## config.mk

```make
export PLATFORM = sky130hd
export DESIGN_NAME = mm_pe_sequencer
export DESIGN_NICKNAME = d
export VERILOG_FILES = /design/src/rtl/mm_pkg.sv /design/src/rtl/mm_index_counter.sv /design/src/rtl/mm_pe_sequencer.sv
export SDC_FILE = /design/constraint.sdc
export NUM_CORES = 1
export LEC_CHECK = 0
export ABC_CLOCK_PERIOD_IN_PS = 2170
export CORE_AREA = 3 3 83 85
export DETAILED_ROUTE_END_ITERATION = 10
export DIE_AREA = 0 0 86 88
export DONT_BUFFER_PORTS = 1
export SLEW_MARGIN = 25
export SYNTH_ARGS = -nofsm -noshare
export SYNTH_HDL_FRONTEND = slang
export SYNTH_SLANG_ARGS = --single-unit
```

## constraint.sdc

```tcl
create_clock -name clk -period 2.17 [get_ports clk]
set_input_delay 0.217 -clock clk [delete_from_list [all_inputs] [get_ports clk]]
set_output_delay 0.217 -clock clk [all_outputs]
set_load 0.01 [all_outputs]
```

## src/rtl/mm_pkg.sv

```systemverilog
`default_nettype none
// ----------------------------------------------------------------------------
// mm_pkg : sequencer state encoding, default matrix size, FP32 constants
// Rev 1.0
// ----------------------------------------------------------------------------
package mm_pkg;

    localparam int c_LOG2_DIM_DEFAULT = 2;

    typedef logic [2:0] mm_state_t;

    localparam logic [2:0] c_IDLE   = 3'd0;
    localparam logic [2:0] c_CLEAR  = 3'd1;
    localparam logic [2:0] c_STREAM = 3'd2;
    localparam logic [2:0] c_DRAIN  = 3'd3;
    localparam logic [2:0] c_WRITE  = 3'd4;
    localparam logic [2:0] c_FINISH = 3'd5;

    localparam logic [31:0] c_FP32_ONE   = 32'h3F80_0000;
    localparam logic [31:0] c_FP32_TWO   = 32'h4000_0000;
    localparam logic [31:0] c_FP32_EIGHT = 32'h4100_0000;

endpackage
`default_nettype wire

```

## src/rtl/mm_index_counter.sv

```systemverilog
`default_nettype none
// ----------------------------------------------------------------------------
// mm_index_counter : i/j/k loop counters with last flags and RAM addresses
// Rev 1.0
// ----------------------------------------------------------------------------
module mm_index_counter #(
    parameter int LOG2_DIM = 2
) (
    input  logic                    clk,
    input  logic                    clr_n,
    input  logic                    i_clr_all,
    input  logic                    i_k_clr,
    input  logic                    i_k_inc,
    input  logic                    i_j_inc,
    output logic                    o_k_last,
    output logic                    o_ij_last,
    output logic [2*LOG2_DIM-1:0]   o_a_addr,
    output logic [2*LOG2_DIM-1:0]   o_b_addr,
    output logic [2*LOG2_DIM-1:0]   o_c_addr
);

    localparam logic [LOG2_DIM-1:0] c_IDX_MAX = '1;

    logic [LOG2_DIM-1:0] r_i;
    logic [LOG2_DIM-1:0] r_j;
    logic [LOG2_DIM-1:0] r_k;

    always_ff @(posedge clk) begin
        if (!clr_n || i_clr_all) begin
            r_i <= '0;
            r_j <= '0;
            r_k <= '0;
        end else begin
            if (i_k_clr) begin
                r_k <= '0;
            end else if (i_k_inc) begin
                r_k <= r_k + 1'b1;
            end
            // j wraps naturally at DIM; the row advances on that wrap
            if (i_j_inc) begin
                r_j <= r_j + 1'b1;
                if (r_j == c_IDX_MAX) begin
                    r_i <= r_i + 1'b1;
                end
            end
        end
    end

    assign o_k_last  = (r_k == c_IDX_MAX);
    assign o_ij_last = (r_i == c_IDX_MAX) && (r_j == c_IDX_MAX);

    // Row-major addresses: concatenation equals row*DIM+col for DIM = 2**LOG2_DIM
    assign o_a_addr = {r_i, r_k};
    assign o_b_addr = {r_k, r_j};
    assign o_c_addr = {r_i, r_j};

endmodule
`default_nettype wire

```

## src/rtl/mm_pe_sequencer.sv

```systemverilog
`default_nettype none
// ----------------------------------------------------------------------------
// mm_pe_sequencer : drives one MAC PE through C = A x B, one C element at a time
// Optional DRAIN timeout/abort enabled by macro PE_TIMEOUT_EN.   Rev 1.0
// ----------------------------------------------------------------------------
module mm_pe_sequencer
    import mm_pkg::*;
#(
    parameter int DATA_WIDTH = 32,
    parameter int LOG2_DIM   = c_LOG2_DIM_DEFAULT,
    parameter int TIMEOUT    = 15
) (
    input  logic                    clk,
    input  logic                    clr_n,
    input  logic                    cmd_start,
    output logic                    busy,
    output logic                    done,
    output logic                    err,
    output logic                    a_rd_en,
    output logic [2*LOG2_DIM-1:0]   a_rd_addr,
    input  logic [DATA_WIDTH-1:0]   a_rd_data,
    output logic                    b_rd_en,
    output logic [2*LOG2_DIM-1:0]   b_rd_addr,
    input  logic [DATA_WIDTH-1:0]   b_rd_data,
    output logic                    pe_start,
    output logic                    pe_valid,
    output logic                    pe_last,
    output logic [DATA_WIDTH-1:0]   pe_a,
    output logic [DATA_WIDTH-1:0]   pe_b,
    input  logic [DATA_WIDTH-1:0]   pe_c,
    input  logic                    pe_out_valid,
    output logic                    c_wr_en,
    output logic [2*LOG2_DIM-1:0]   c_wr_addr,
    output logic [DATA_WIDTH-1:0]   c_wr_data
);

    mm_state_t              r_state;
    logic                   r_pe_valid;
    logic                   r_pe_last;
    logic [DATA_WIDTH-1:0]  r_c_wr_data;

    logic w_in_idle;
    logic w_in_clear;
    logic w_in_stream;
    logic w_in_drain;
    logic w_in_write;
    logic w_in_finish;
    logic w_start_acc;
    logic w_k_last;
    logic w_ij_last;
    logic w_timeout;

    assign w_in_idle   = (r_state == c_IDLE);
    assign w_in_clear  = (r_state == c_CLEAR);
    assign w_in_stream = (r_state == c_STREAM);
    assign w_in_drain  = (r_state == c_DRAIN);
    assign w_in_write  = (r_state == c_WRITE);
    assign w_in_finish = (r_state == c_FINISH);
    assign w_start_acc = w_in_idle && cmd_start;

    mm_index_counter #(
        .LOG2_DIM (LOG2_DIM)
    ) u_idx (
        .clk       (clk),
        .clr_n     (clr_n),
        .i_clr_all (w_start_acc),
        .i_k_clr   (w_in_clear),
        .i_k_inc   (w_in_stream),
        .i_j_inc   (w_in_write && !w_ij_last),
        .o_k_last  (w_k_last),
        .o_ij_last (w_ij_last),
        .o_a_addr  (a_rd_addr),
        .o_b_addr  (b_rd_addr),
        .o_c_addr  (c_wr_addr)
    );

`ifdef PE_TIMEOUT_EN
    localparam int            c_TMO_W    = $clog2(TIMEOUT + 1);
    localparam logic [c_TMO_W-1:0] c_TMO_LAST = c_TMO_W'(TIMEOUT - 1);

    logic               r_err;
    logic [c_TMO_W-1:0] r_tmo_cnt;

    always_ff @(posedge clk) begin
        if (!clr_n) begin
            r_err     <= 1'b0;
            r_tmo_cnt <= '0;
        end else begin
            if (w_start_acc) begin
                r_err <= 1'b0;
            end else if (w_timeout) begin
                r_err <= 1'b1;
            end
            r_tmo_cnt <= w_in_drain ? r_tmo_cnt + 1'b1 : '0;
        end
    end

    assign w_timeout = w_in_drain && !pe_out_valid && (r_tmo_cnt == c_TMO_LAST);
    assign err       = r_err;
`else
    localparam int c_unused_timeout = TIMEOUT;

    assign w_timeout = 1'b0;
    assign err       = 1'b0;
`endif

    always_ff @(posedge clk) begin
        if (!clr_n) begin
            r_state     <= c_IDLE;
            r_pe_valid  <= 1'b0;
            r_pe_last   <= 1'b0;
            r_c_wr_data <= '0;
        end else begin
            // RAM read latency is one cycle, so framing trails the read strobe by one
            r_pe_valid <= w_in_stream;
            r_pe_last  <= w_in_stream && w_k_last;
            case (r_state)
                c_IDLE:   if (cmd_start) r_state <= c_CLEAR;
                c_CLEAR:  r_state <= c_STREAM;
                c_STREAM: if (w_k_last) r_state <= c_DRAIN;
                c_DRAIN: begin
                    if (pe_out_valid) begin
                        r_c_wr_data <= pe_c;
                        r_state     <= c_WRITE;
                    end else if (w_timeout) begin
                        r_state <= c_IDLE;
                    end
                end
                c_WRITE:  r_state <= w_ij_last ? c_FINISH : c_CLEAR;
                c_FINISH: r_state <= c_IDLE;
                default:  r_state <= c_IDLE;
            endcase
        end
    end

    assign busy      = !w_in_idle && !w_in_finish;
    assign done      = w_in_finish;
    assign a_rd_en   = w_in_stream;
    assign b_rd_en   = w_in_stream;
    assign pe_start  = w_in_clear;
    assign pe_valid  = r_pe_valid;
    assign pe_last   = r_pe_last;
    assign pe_a      = a_rd_data;
    assign pe_b      = b_rd_data;
    assign c_wr_en   = w_in_write;
    assign c_wr_data = r_c_wr_data;

endmodule
`default_nettype wire

```

==> impl_metrics.env <==
export IMPL_gr_total_overflow=0
export IMPL_yosysTopAreaCell="dfxtp_1"
export IMPL_cts_buffers=5
export IMPL_avgSynthCellArea_um2=8.28
export IMPL_dieArea_um2=7570
export IMPL_cts_root_buf="clkbuf_8"
export IMPL_groute_usage_overall_pct=10.8
export IMPL_post_cts_buffers=0
export IMPL_io_buffers=0
export IMPL_crit_fanout=11
export IMPL_cts_hold_buffers=0
export IMPL_synthDistinctLibCells=33
export IMPL_cts_path_max_buffers=2
export IMPL_antenna_cells=0
export IMPL_fin_skew_ns=0.00315
export IMPL_min_delay_path_class="in -> reg"
export IMPL_p_leak_nw=0.653
export IMPL_fin_crit_ns=1.69
export IMPL_synth_xor_area_share_pct=0.761
export IMPL_rr_startpoint="r_state[2]$_SDFFE_PN0P_"
export IMPL_max_cap_violations=0
export IMPL_clk_latency_ns=0.29
export IMPL_grt_max_degree=40
export IMPL_rows=29
export IMPL_gp_congestion=0.691
export IMPL_dp_cells=273
export IMPL_antenna_found_initial=0
export IMPL_synth_top_family_by_area="buffers and inverters"
export IMPL_synth_edf_count=0
export IMPL_timing_rr_end="u_idx.r_i[0]$_SDFFE_PP0P_"
export IMPL_finalSetupTns_ns=0
export IMPL_yosys_area_top_type_share_pct=37.4
export IMPL_rsz0062_at_grt="false"
export IMPL_synth_compound_area_share_pct=14.4
export IMPL_netlist_area_um2=2300
export IMPL_grt_pass1_wl_um=6310
export IMPL_yosysMostFrequentCell="buf_4"
export IMPL_power_density_nw_per_um2=718
export IMPL_synthAdderAreaFrac_pct=1.63
export IMPL_crit_path_start_kind="flop"
export IMPL_yosysSeqAreaShare_pct=37.4
export IMPL_cts_sinks=43
export IMPL_dp_hpwl_um=3030
export IMPL_regToRegSetupSlack_ns=0.59
export IMPL_worstRegToRegCells=3
export IMPL_cts_resized=0
export IMPL_netlist_instances=278
export IMPL_cp_arrival_ns=1.48
export IMPL_routed_wl_um=4240
export IMPL_timing_final_crit_share_pct=78.0
export IMPL_die_h_um=88
export IMPL_viasPerCell=4.90
export IMPL_synthMuxAreaShare_pct=0.870
export IMPL_die_w_um=86
export IMPL_cts_tree="done"
export IMPL_synth_simple_area_share_pct=18.2
export IMPL_wl_per_cell_um=15.1
export IMPL_drv_slew=0
export IMPL_final_antenna_net_count=0
export IMPL_worstSetupPathType="reg -> out"
export IMPL_finalPower_mw=1.38
export IMPL_finalSetupViolations=0
export IMPL_grt_pass1_vias=1241
export IMPL_dr_first_iter_drc_count=34
export IMPL_htreeDepth=2
export IMPL_multi_input_area_um2=830
export IMPL_crit_path_end_kind="primary output"
export IMPL_synthArstFlopShare_pct=0
export IMPL_start_util_pct=36.7
export IMPL_synthTopCellsByArea="dfxtp_1, buf_4, nand2_1"
export IMPL_hold_end="r_state[1]$_SDFFE_PN0P_"
export IMPL_syn_to_final_growth_pct=-16.6
export IMPL_fin_nets=306
export IMPL_hold_depth=1
export IMPL_worstHoldStart="pe_out_valid"
export IMPL_core_um2=6280
export IMPL_fmax_ghz=0.591
export IMPL_area_sequential_um2=861
export IMPL_status="complete, no violations"
export IMPL_layout_drive_gt1_share_pct=7.35
export IMPL_final_cells=281
export IMPL_ys_top_cells_by_count="buf_4, nand2_1, dfxtp_1, a21boi_0, clkbuf_1"
export IMPL_pin_count=217
export IMPL_hold_viol=0
export IMPL_num_vias=1378
export IMPL_synth_flop_cell="dfxtp_1"
export IMPL_yosys_warnings=0
export IMPL_ys_ff_latch=43
export IMPL_required_ns=1.95
export IMPL_drt_pass1_iter_count=3
export IMPL_fillers=678
export IMPL_path_clk_slew_ns=0.08
export IMPL_synth_nets=381
export IMPL_ir_drop_uv=248
export IMPL_drcViolationCount=0
==> cell families (layout without fill, tap and decap cells) <==
group                    after synthesis  in the layout
adder cells (fa/ha/maj)                3              3
XOR/XNOR                               2              2
AO/OA/AOI/OAI                         47             47
multiplexers                           2              2
buffers and inverters                 89             15
flip-flops                            43             43
AND/OR/NAND/NOR                       91             91
other                                  1              1
==> area by class of cell <==
cell class / instances / area share [%]
flip-flops and latches: 43 / 44.8
multi-input cells: 146 / 43.2
well taps: 77 / 5.02
clock buffers: 5 / 3.58
repair buffers: 5 / 1.95
clock inverters: 3 / 1.04
inverters: 2 / 0.391
==> report_power, final <==
part / internal, mW / leakage, nW / switching (mW) / total (mW)
Sequential: 0.799 / 0.347 / 0.0208 / 0.820
Combinational: 0.0305 / 0.266 / 0.0278 / 0.0583
Clock: 0.224 / 0.0402 / 0.277 / 0.501
Total: 1.05 / 0.653 / 0.325 / 1.38
==> how the worst max path moves through the flow <==
stage,from,endpoint,slack [ns],cells past startpoint
after floorplan,r_state[2]$_SDFFE_PN0P_,u_idx.r_i[0]$_SDFFE_PP0P_,0.82,4
after global placement,r_state[2]$_SDFFE_PN0P_,u_idx.r_j[0]$_SDFFE_PP0P_,0.63,3
after detailed placement,r_state[2]$_SDFFE_PN0P_,u_idx.r_i[0]$_SDFFE_PP0P_,0.59,3
after CTS,r_state[2]$_SDFFE_PN0P_,c_wr_en,0.45,2
after global routing,r_state[2]$_SDFFE_PN0P_,c_wr_en,0.36,2
final,r_state[2]$_SDFFE_PN0P_,c_wr_en,0.48,2
==> layout by cell type (no fill, tap or decap), types with 3 or more instances in the layout <==
cell type / synthesis / routed
buf_4: 72 / 5
dfxtp_1: 43 / 43
nand2_1: 66 / 66
a21boi_1: 6 / 6
ha_1: 3 / 3
o21ai_0: 5 / 5
nor2_1: 3 / 3
clkbuf_8: 0 / 5
a21oi_1: 5 / 5
a21boi_0: 26 / 26
==> sequential cells by signal (all words and copies together) (netlist names) <==
register / count
pe_valid: 1
c_wr_data: 32
u_idx.r_k: 2
r_state: 3
u_idx.r_j: 2
pe_last: 1
u_idx.r_i: 2
==> routing by layer <==
metal | part of all wire, % | global-route usage, % | vias up
met4 | 5.9 | 8.35 | 0
met2 | 45 | 15.3 | 75
met1 | 39 | 12.2 | 599
li1 | - | - | 674
met3 | 9.9 | 5.46 | 30
met5 | 0 | 0 | -
==> critical path, cell delays in order, from the launching register on <==
cell and delay, ns:
dfxtp_1 0.53, or3b_1 0.48, inv_1 0.18
==> per-stage QoR <==
stage | setup slack, ns | util (%) | instance area, um^2 | hold WS, ns
2_1_floorplan | 0.822 | - | 2300 | 0.329
3_3_place_gp | 0.633 | 29.2 | 1830 | 0.334
3_5_place_dp | 0.594 | 29.2 | 1830 | 0.339
4_1_cts | 0.448 | 30.6 | 1920 | 0.0156
5_1_grt | 0.359 | 30.6 | 1920 | 0.0110
6_report | 0.477 | 30.6 | 1920 | 0.0300
(Power assumes the default switching activity.)
